$ cat config.mk
export PLATFORM = sky130hd
export DESIGN_NAME = sdram_init_writer
export DESIGN_NICKNAME = d
export VERILOG_FILES = /design/src/rtl/sdram_init_writer.sv
export SDC_FILE = /design/constraint.sdc
export NUM_CORES = 1
export LEC_CHECK = 0
export ABC_AREA = 1
export BUFFER_PORTS_ARGS = -buffer_cell sky130_fd_sc_hd__buf_2
export CAP_MARGIN = 20
export CORE_MARGIN = 2
export CORE_UTILIZATION = 56
export CTS_BUF_LIST = sky130_fd_sc_hd__clkbuf_8
export CTS_CLUSTER_SIZE = 8
export DETAILED_ROUTE_END_ITERATION = 10
export PLACE_DENSITY = 0.78
export SKIP_LAST_GASP = 1
export SYNTH_ARGS = -nofsm -noshare
export SYNTH_HDL_FRONTEND = slang
export SYNTH_SLANG_ARGS = --single-unit
$ cat constraint.sdc
create_clock -name clk50 -period 3.5 [get_ports clk50]
set_clock_uncertainty 0.15 [all_clocks]
set_input_delay 0.7 -clock clk50 [delete_from_list [all_inputs] [get_ports clk50]]
set_output_delay 0.7 -clock clk50 [all_outputs]
set_load 0.01 [all_outputs]
$ cat src/rtl/sdram_init_writer.sv
// sdram_init_writer: buffers {address, data} words offered by an upstream
// loader in a small FIFO and writes them to SDRAM over Avalon-MM.
//
// Parameters
//   FIFO_DEPTH     word buffer depth (power of two, 2..64)
//   ADDR_W         SDRAM word-address width
// Ports
//   clk50          sole clock, rising edge
//   reset          synchronous active-high reset
//   ram_we         upstream offers a word (held until accepted)
//   ram_address    word address of the offered word
//   ram_data       offered data word
//   ram_op_begun   accept strobe; the offered word is pushed this edge
//   up_init_done   upstream has offered every word
//   up_init_error  upstream initialization failed
//   avm_address    Avalon-MM word address (FIFO head)
//   avm_writedata  Avalon-MM write data (FIFO head)
//   avm_byteenable always both bytes
//   avm_write      Avalon-MM write request (FIFO not empty)
//   avm_waitrequest controller stall
//   words_written  count of completed Avalon writes (wraps)
//   load_done      every accepted word has reached SDRAM
//   load_error     sticky upstream error
module sdram_init_writer #(
   parameter int FIFO_DEPTH = 8,
   parameter int ADDR_W     = 25
) (
   input  logic              clk50,
   input  logic              reset,
   input  logic              ram_we,
   input  logic [ADDR_W-1:0] ram_address,
   input  logic [15:0]       ram_data,
   output logic              ram_op_begun,
   input  logic              up_init_done,
   input  logic              up_init_error,
   output logic [ADDR_W-1:0] avm_address,
   output logic [15:0]       avm_writedata,
   output logic [1:0]        avm_byteenable,
   output logic              avm_write,
   input  logic              avm_waitrequest,
   output logic [ADDR_W-1:0] words_written,
   output logic              load_done,
   output logic              load_error
);

   localparam int PW = (FIFO_DEPTH > 1) ? $clog2(FIFO_DEPTH) : 1;
   localparam int CW = $clog2(FIFO_DEPTH) + 1;
   localparam int EW = ADDR_W + 16;

   localparam logic [CW-1:0] DEPTH = CW'(FIFO_DEPTH);
   localparam logic [CW-1:0] ONE   = CW'(1);

   typedef enum logic [1:0] {
      RUN   = 2'd0,
      DRAIN = 2'd1,
      DONE  = 2'd2,
      ERROR = 2'd3
   } state_t;

   state_t state;
   state_t state_nx;

   logic [PW-1:0]  wr_ptr;
   logic [PW-1:0]  rd_ptr;
   logic [CW-1:0]  count;
   logic [EW-1:0]  mem [FIFO_DEPTH];
   logic [EW-1:0]  head;
   logic           push;
   logic           pop;
   logic           flush;
   logic           active;

   // Pushes only in RUN and only while there is room; a pop in the
   // same cycle does not free a slot for the offered word.
   assign push         = ram_we & (count < DEPTH) & (state == RUN);
   assign ram_op_begun = push;

   assign active    = (state == RUN) | (state == DRAIN);
   assign avm_write = active & (count != '0);
   assign pop       = avm_write & ~avm_waitrequest;

   // Storage is not reset, so the head is masked whenever it is not valid.
   assign head          = mem[rd_ptr];
   assign avm_address   = avm_write ? head[EW-1:16] : '0;
   assign avm_writedata = avm_write ? head[15:0] : '0;

   assign avm_byteenable = 2'b11;
   assign load_done      = (state == DONE);
   assign load_error     = (state == ERROR);

   always_comb begin
      state_nx = state;
      flush    = 1'b0;
      case (state)
         RUN: begin
            if (up_init_error) begin
               state_nx = ERROR;
               flush    = 1'b1;
            end else if (up_init_done) begin
               state_nx = DRAIN;
            end
         end
         DRAIN: begin
            // Finish on the edge that retires the last buffered word.
            if ((count == '0) || (pop && (count == ONE))) begin
               state_nx = DONE;
            end
         end
         DONE:    state_nx = DONE;
         ERROR:   state_nx = ERROR;
         default: state_nx = RUN;
      endcase
   end

   always_ff @(posedge clk50) begin
      if (reset) begin
         state         <= RUN;
         wr_ptr        <= '0;
         rd_ptr        <= '0;
         count         <= '0;
         words_written <= '0;
      end else begin
         state <= state_nx;
         if (pop) begin
            words_written <= words_written + ADDR_W'(1);
         end
         if (flush) begin
            wr_ptr <= '0;
            rd_ptr <= '0;
            count  <= '0;
         end else begin
            if (push) begin
               wr_ptr <= wr_ptr + PW'(1);
            end
            if (pop) begin
               rd_ptr <= rd_ptr + PW'(1);
            end
            case ({push, pop})
               2'b10:   count <= count + ONE;
               2'b01:   count <= count - ONE;
               default: count <= count;
            endcase
         end
      end
   end

   always_ff @(posedge clk50) begin
      if (push) begin
         mem[wr_ptr] <= {ram_address, ram_data};
      end
   end

endmodule

* After elaboration in Yosys (flattened, before gate mapping)
Memories as Yosys holds them, arrays and structs flattened. A register that Yosys moved wholly into a read port is not among the register bits.
Cells that the tools add are included.
** Storage, ports and cells
- Register bits :: 37
- Bits in writable memories :: 328
- Bits of input ports :: 47
- Output and inout bits :: 72
- Logic and storage cells :: 47
- Memories kept :: 1
** Cells by class
- $add $sub $neg :: 5
- Magnitude comparators :: 1
- Eq/ne operators :: 8
- Muxes and demuxes :: 13
- Bitwise gates (word level) :: 6
- Reduce and logical (&&, ||, !) cells :: 8
** Memory list
- mem :: words 8, bits a word 41, read ports 1, clocked after memory_dff 1, wr ports 1, RTL line 66 : logic [EW-1:0] mem [FIFO_DEPTH];
** Operators with widths (number)
- $add 25x1->25 const B :: 1
- $mux 25 :: 1
- $mux 16 :: 1
- $pmux 2 s4 :: 1
- $pmux 4 s2 :: 1
- $add 3x1->3 const B :: 2
- $eq 2x2->1 const B :: 3
- $mux 2 :: 3
- $mux 3 :: 2
- $add 4x1->4 const B :: 1
- $and 1x1->1 :: 4
- $eq 2x1->1 const B :: 2
- $eq 4x1->1 const B :: 1
- $logic_not 4->1 :: 1
- $lt 4x4->1 const B :: 1
- $mux 1 :: 4
- $reduce_bool 4->1 :: 1
- $sub 4x1->4 const B :: 1
- $ne 3x3->1 const B :: 1
- $logic_not 2->1 :: 1
- $ne 2x1->1 const B :: 1
- $reduce_and 2->1 :: 1
- $reduce_bool 2->1 :: 1
- $reduce_or 2->1 :: 1
- other kinds (4) :: 4

* Logic depth before layout (Yosys ltp)
- Depth after elaboration :: 8
- Gate-level depth with buffers :: 13

* Worst setup path after synthesis
OpenSTA, ideal clock, no wires.
- Path type :: in2reg
- Start :: input ram_we
- End :: memory mem[0][0] (netlist name), enable pin
- Library setup time :: 0.439 ns
- Arrival time :: 2.925 ns
- Slack :: -0.014 ns
- Stages on the path :: 3
- Cells stage by stage :: nand3_1 or2_2 nor2_1
** On the way
- Cells in the longest elaborated chain, start to end :: 4
** Ends and longest elaborated chain
- start: declaration :: RTL line 30 : input logic ram_we,
- $and 1x1->1 (2 in series) :: RTL line 75 : assign push = ram_we & (count < DEPTH) & (state == RUN);
- $mux 1 :: RTL line 148 : if (push) begin
- $mux 1 (implied by the code) :: RTL line 149 : mem[wr_ptr] <= {ram_address, ram_data};
- end: declaration :: RTL line 66
No other way between the ends.

* Final worst setup path
- Start :: register state[0]
- End :: output avm_address[16]
** On the way
- Cells in the longest elaborated chain, start to end :: 4
- Elaborated cells on any way between the ends :: 5
- Those cells by class :: eq/ne: 1; mux: 1; bitwise: 2; reduce/logical: 1
** Ends and longest elaborated chain
- start: declaration :: RTL line 60 : state_t state;
- start signal: assignment :: RTL line 123 : state <= state_nx;
- $eq 2x1->1 / $logic_not 2->1 (equally long branches) :: RTL line 78 : assign active = (state == RUN) | (state == DRAIN);
- $or 1x1->1 (*) :: RTL line 78
- $and 1x1->1 (*) :: RTL line 79 : assign avm_write = active & (count != '0);
- $mux 25 (*) :: RTL line 84 : assign avm_address = avm_write ? head[EW-1:16] : '0;
- end: declaration :: RTL line 36 : output logic [ADDR_W-1:0] avm_address,
Every way passes the cells marked *; elsewhere a longest branch is shown, timed or not.

==> out/metrics.yaml <==
placed_design:
  io_buffer_count: 116
  dp_slack_ns: 0.331
  gp_congestion: 0.813
  placed_cell_area_um2: 16100
  post-dp-hpwl_mm: 19.2
clock_network:
  clock-sinks: 368
  clockBufferDepth: 3
  postCtsSetupRepairBufs: 0
  cts_made_buffers: 57
  cts_root_buffer: "clkbuf_8"
  insertion_delay_ns: 0.57
  cts_max_level: 2
  tritoncts: "yes"
  clk_pin_slew_ns: 0.06
timing:
  fin_tns_setup_ns: 0
  fin_crit_ns: 3.32
  tightest_slew_ns: 0.795
  rsz0062_at_grt: "false"
  worst_slack_ns: 0.182
  fmax_mhz: 301
  finalSetupViolations: 0
  hold_viol_final: 0
  relSlewSlack_pct: 46.7
  slew_violations: 0
  post-route-period-util_pct: 94.8
floorplan:
  initial_utilization_pct: 56.4
  core.rowCount: 60
  dieArea_um2: 28300
  dieHeight_um: 168
  io_pins: 119
  die_w_um: 168
  coreArea_um2: 26700
critical_path:
  rr_endpoint: "count[2]"
  crit_path_end_kind: "primary output"
  path_class: "reg2out"
  ff2ff_path_depth: 11
  worstPathMaxFanout: 18
  cp.arrival_ns: 2.47
  r2r_setup_slack_ns: 0.80
  crit_required_ns: 2.65
  start_kind: "flop"
  r2r-start: "state[0]"
route:
  num_vias: 10300
  drt_pass1_iterations: 6
  drt_iter0_drc: 1065
  wl_per_cell_um: 17.5
  viasPerCell: 5.54
  ant_nets: 0
  drc_errors: 0
  wirelength_mm: 32.6
power:
  worst_ir_drop_vdd_uv: 415
  powerDensity_nw_per_um2: 579
  p_total_w: 0.00992
  leakage_nw: 6.20
synthesis:
  synthFlopType: "edfxtp_1"
  ys_ff_latch: 368
  ys_seq_area_share_pct: 70.6
  synth.area.mux_share_pct: 0
  yosys.area_share.simple_pct: 16.1
  synth_cell_type_count: 29
  synth_cells: 1347
  synth_compound_area_share_pct: 8.18
  ys_warn_count: 0
  synth_edf_count: 328
  syn_avg_cell_area_um2: 11.2
  synth_area_leaders: "edfxtp_1, nor2_1, o21ai_0, dfxtp_1, nand2_1"
  async_flop_share_pct: 0
  synth_top_area_share_pct: 65.3
  synth_fa_ha_area_share_pct: 0.996
  yosys.area.top_type: "edfxtp_1"
  synth_top_family_by_area: "simple AND/OR/NAND/NOR gates"
  netlist_area_um2: 15100
  synth-xor-area-share_pct: 0.290
grt:
  grt_pass1_vias: 10200
  antenna_found_initial: 2
  grt.total_usage_pct: 23.2
  grt_pass1_wl_mm: 51.9
  grt_start_max_net_pins: 65
  gr-total-overflow: 0
final_layout:
  final_util_pct: 64.1
  final_cell_mix: "nor2_1, edfxtp_1, o21ai_0, nand2_1, buf_2"
  layout-drive-gt1-share_pct: 15.4
  syn_to_final_growth_pct: 13.5
  final_area_um2: 17100
  final_common_cell: "nor2_1"
  nFillCells: 1980
  finalNetCount: 1534
flow_run:
  cap_violations: 0
status:
  outcome: "finished, final reports clean"
hold_path:
  hold-path-endpoint: "mem[4][11]"
  hold_depth: 1
  hold_class: "in2reg"
  hp-start: "ram_data[11]"
==> timing repair <==
action	4_1_cts	5_1_grt
hold buffers	0	0
setup endpoints to repair	37	13
pin swaps	0	0
resized for setup	1	2
==> cells in the mapped netlist, types with 2 or more instances <==
master and n:
o21ai_0 171, nor2_1 384, inv_2 2, inv_1 51
clkinv_1 3, nand4_1 9, edfxtp_1 328, dfxtp_1 40
xnor2_1 2, buf_4 11, nand2_1 122, buf_2 16
nand3_2 5, a21oi_1 21, buf_6 3, nor3_1 3
nand3_1 61, xor2_1 3, nor2_2 4, ha_1 12
or2_2 2, buf_1 15, clkbuf_1 28, o21ai_1 2
a31oi_1 42, nor2_4 4
==> worst max-delay path by stage <==
stage,from,end,slack [ns],cells after the start
after floorplan,ram_we,mem[0][0],-0.01,3
after global placement,state[0],avm_writedata[1],0.46,10
after detailed placement,state[0],avm_address[16],0.33,10
after CTS,state[0],avm_address[16],0.05,10
after global routing,flop,avm_writedata[11],0.03,8
final,state[0],avm_address[16],0.18,10
==> power breakdown <==
part           internal [W]  switching (W)
clock               0.00156        0.00151
sequential          0.00499      0.0000947
combinational      0.000582        0.00118
==> final cells by class <==
cell class              count  area (um^2)  share of cell area, %
diodes                      2         5.00                 0.0292
inverters                  56          215                   1.26
clock inverters            40          155                  0.906
flip-flops and latches    368        10700                   62.2
well taps                 341          427                   2.49
multi-input cells         851         3930                   22.9
repair buffers            141          910                   5.31
clock buffers              60          826                   4.82
==> registers in the layout, indices dropped and copies added (netlist names), named ones only <==
| register | count |
|---|---|
| mem | 328 |
| words_written | 25 |
| count | 4 |
| rd_ptr | 3 |
| wr_ptr | 3 |
| state | 2 |
==> stage by stage <==
step	cells	hold slack, ns
floorplan	1348	0.283
global placement	1757	0.296
detailed placement	1757	0.294
CTS	1857	0.212
global route	1859	0.218
finish	1859	0.243
==> cell families after synthesis <==
logic type	Yosys count
AND/OR/NAND/NOR	596
buffers and inverters	129
XOR/XNOR	5
other	1
AO/OA/AOI/OAI	236
adder cells (fa/ha/maj)	12
flip-flops	368
==> per-layer routing <==
layer	GRT usage (%)	part of all wire (%)	vias up
li1	-	-	4931
met1	31.3	43	4909
met2	38.8	49	398
met3	3.97	6.3	52
met4	8.17	1.8	0
met5	0	0	-
==> worst max-delay path: stages, from the launching register on <==
cell and delay [ns]:
dfxtp_1 0.35, inv_1 0.12, ha_1 0.22, inv_1 0.05
nand2_1 0.14, nand2_1 0.11, inv_4 0.22, buf_6 0.24
nand2_1 0.09, a31oi_1 0.17, buf_2 0.16
(Power assumes the default switching activity.)
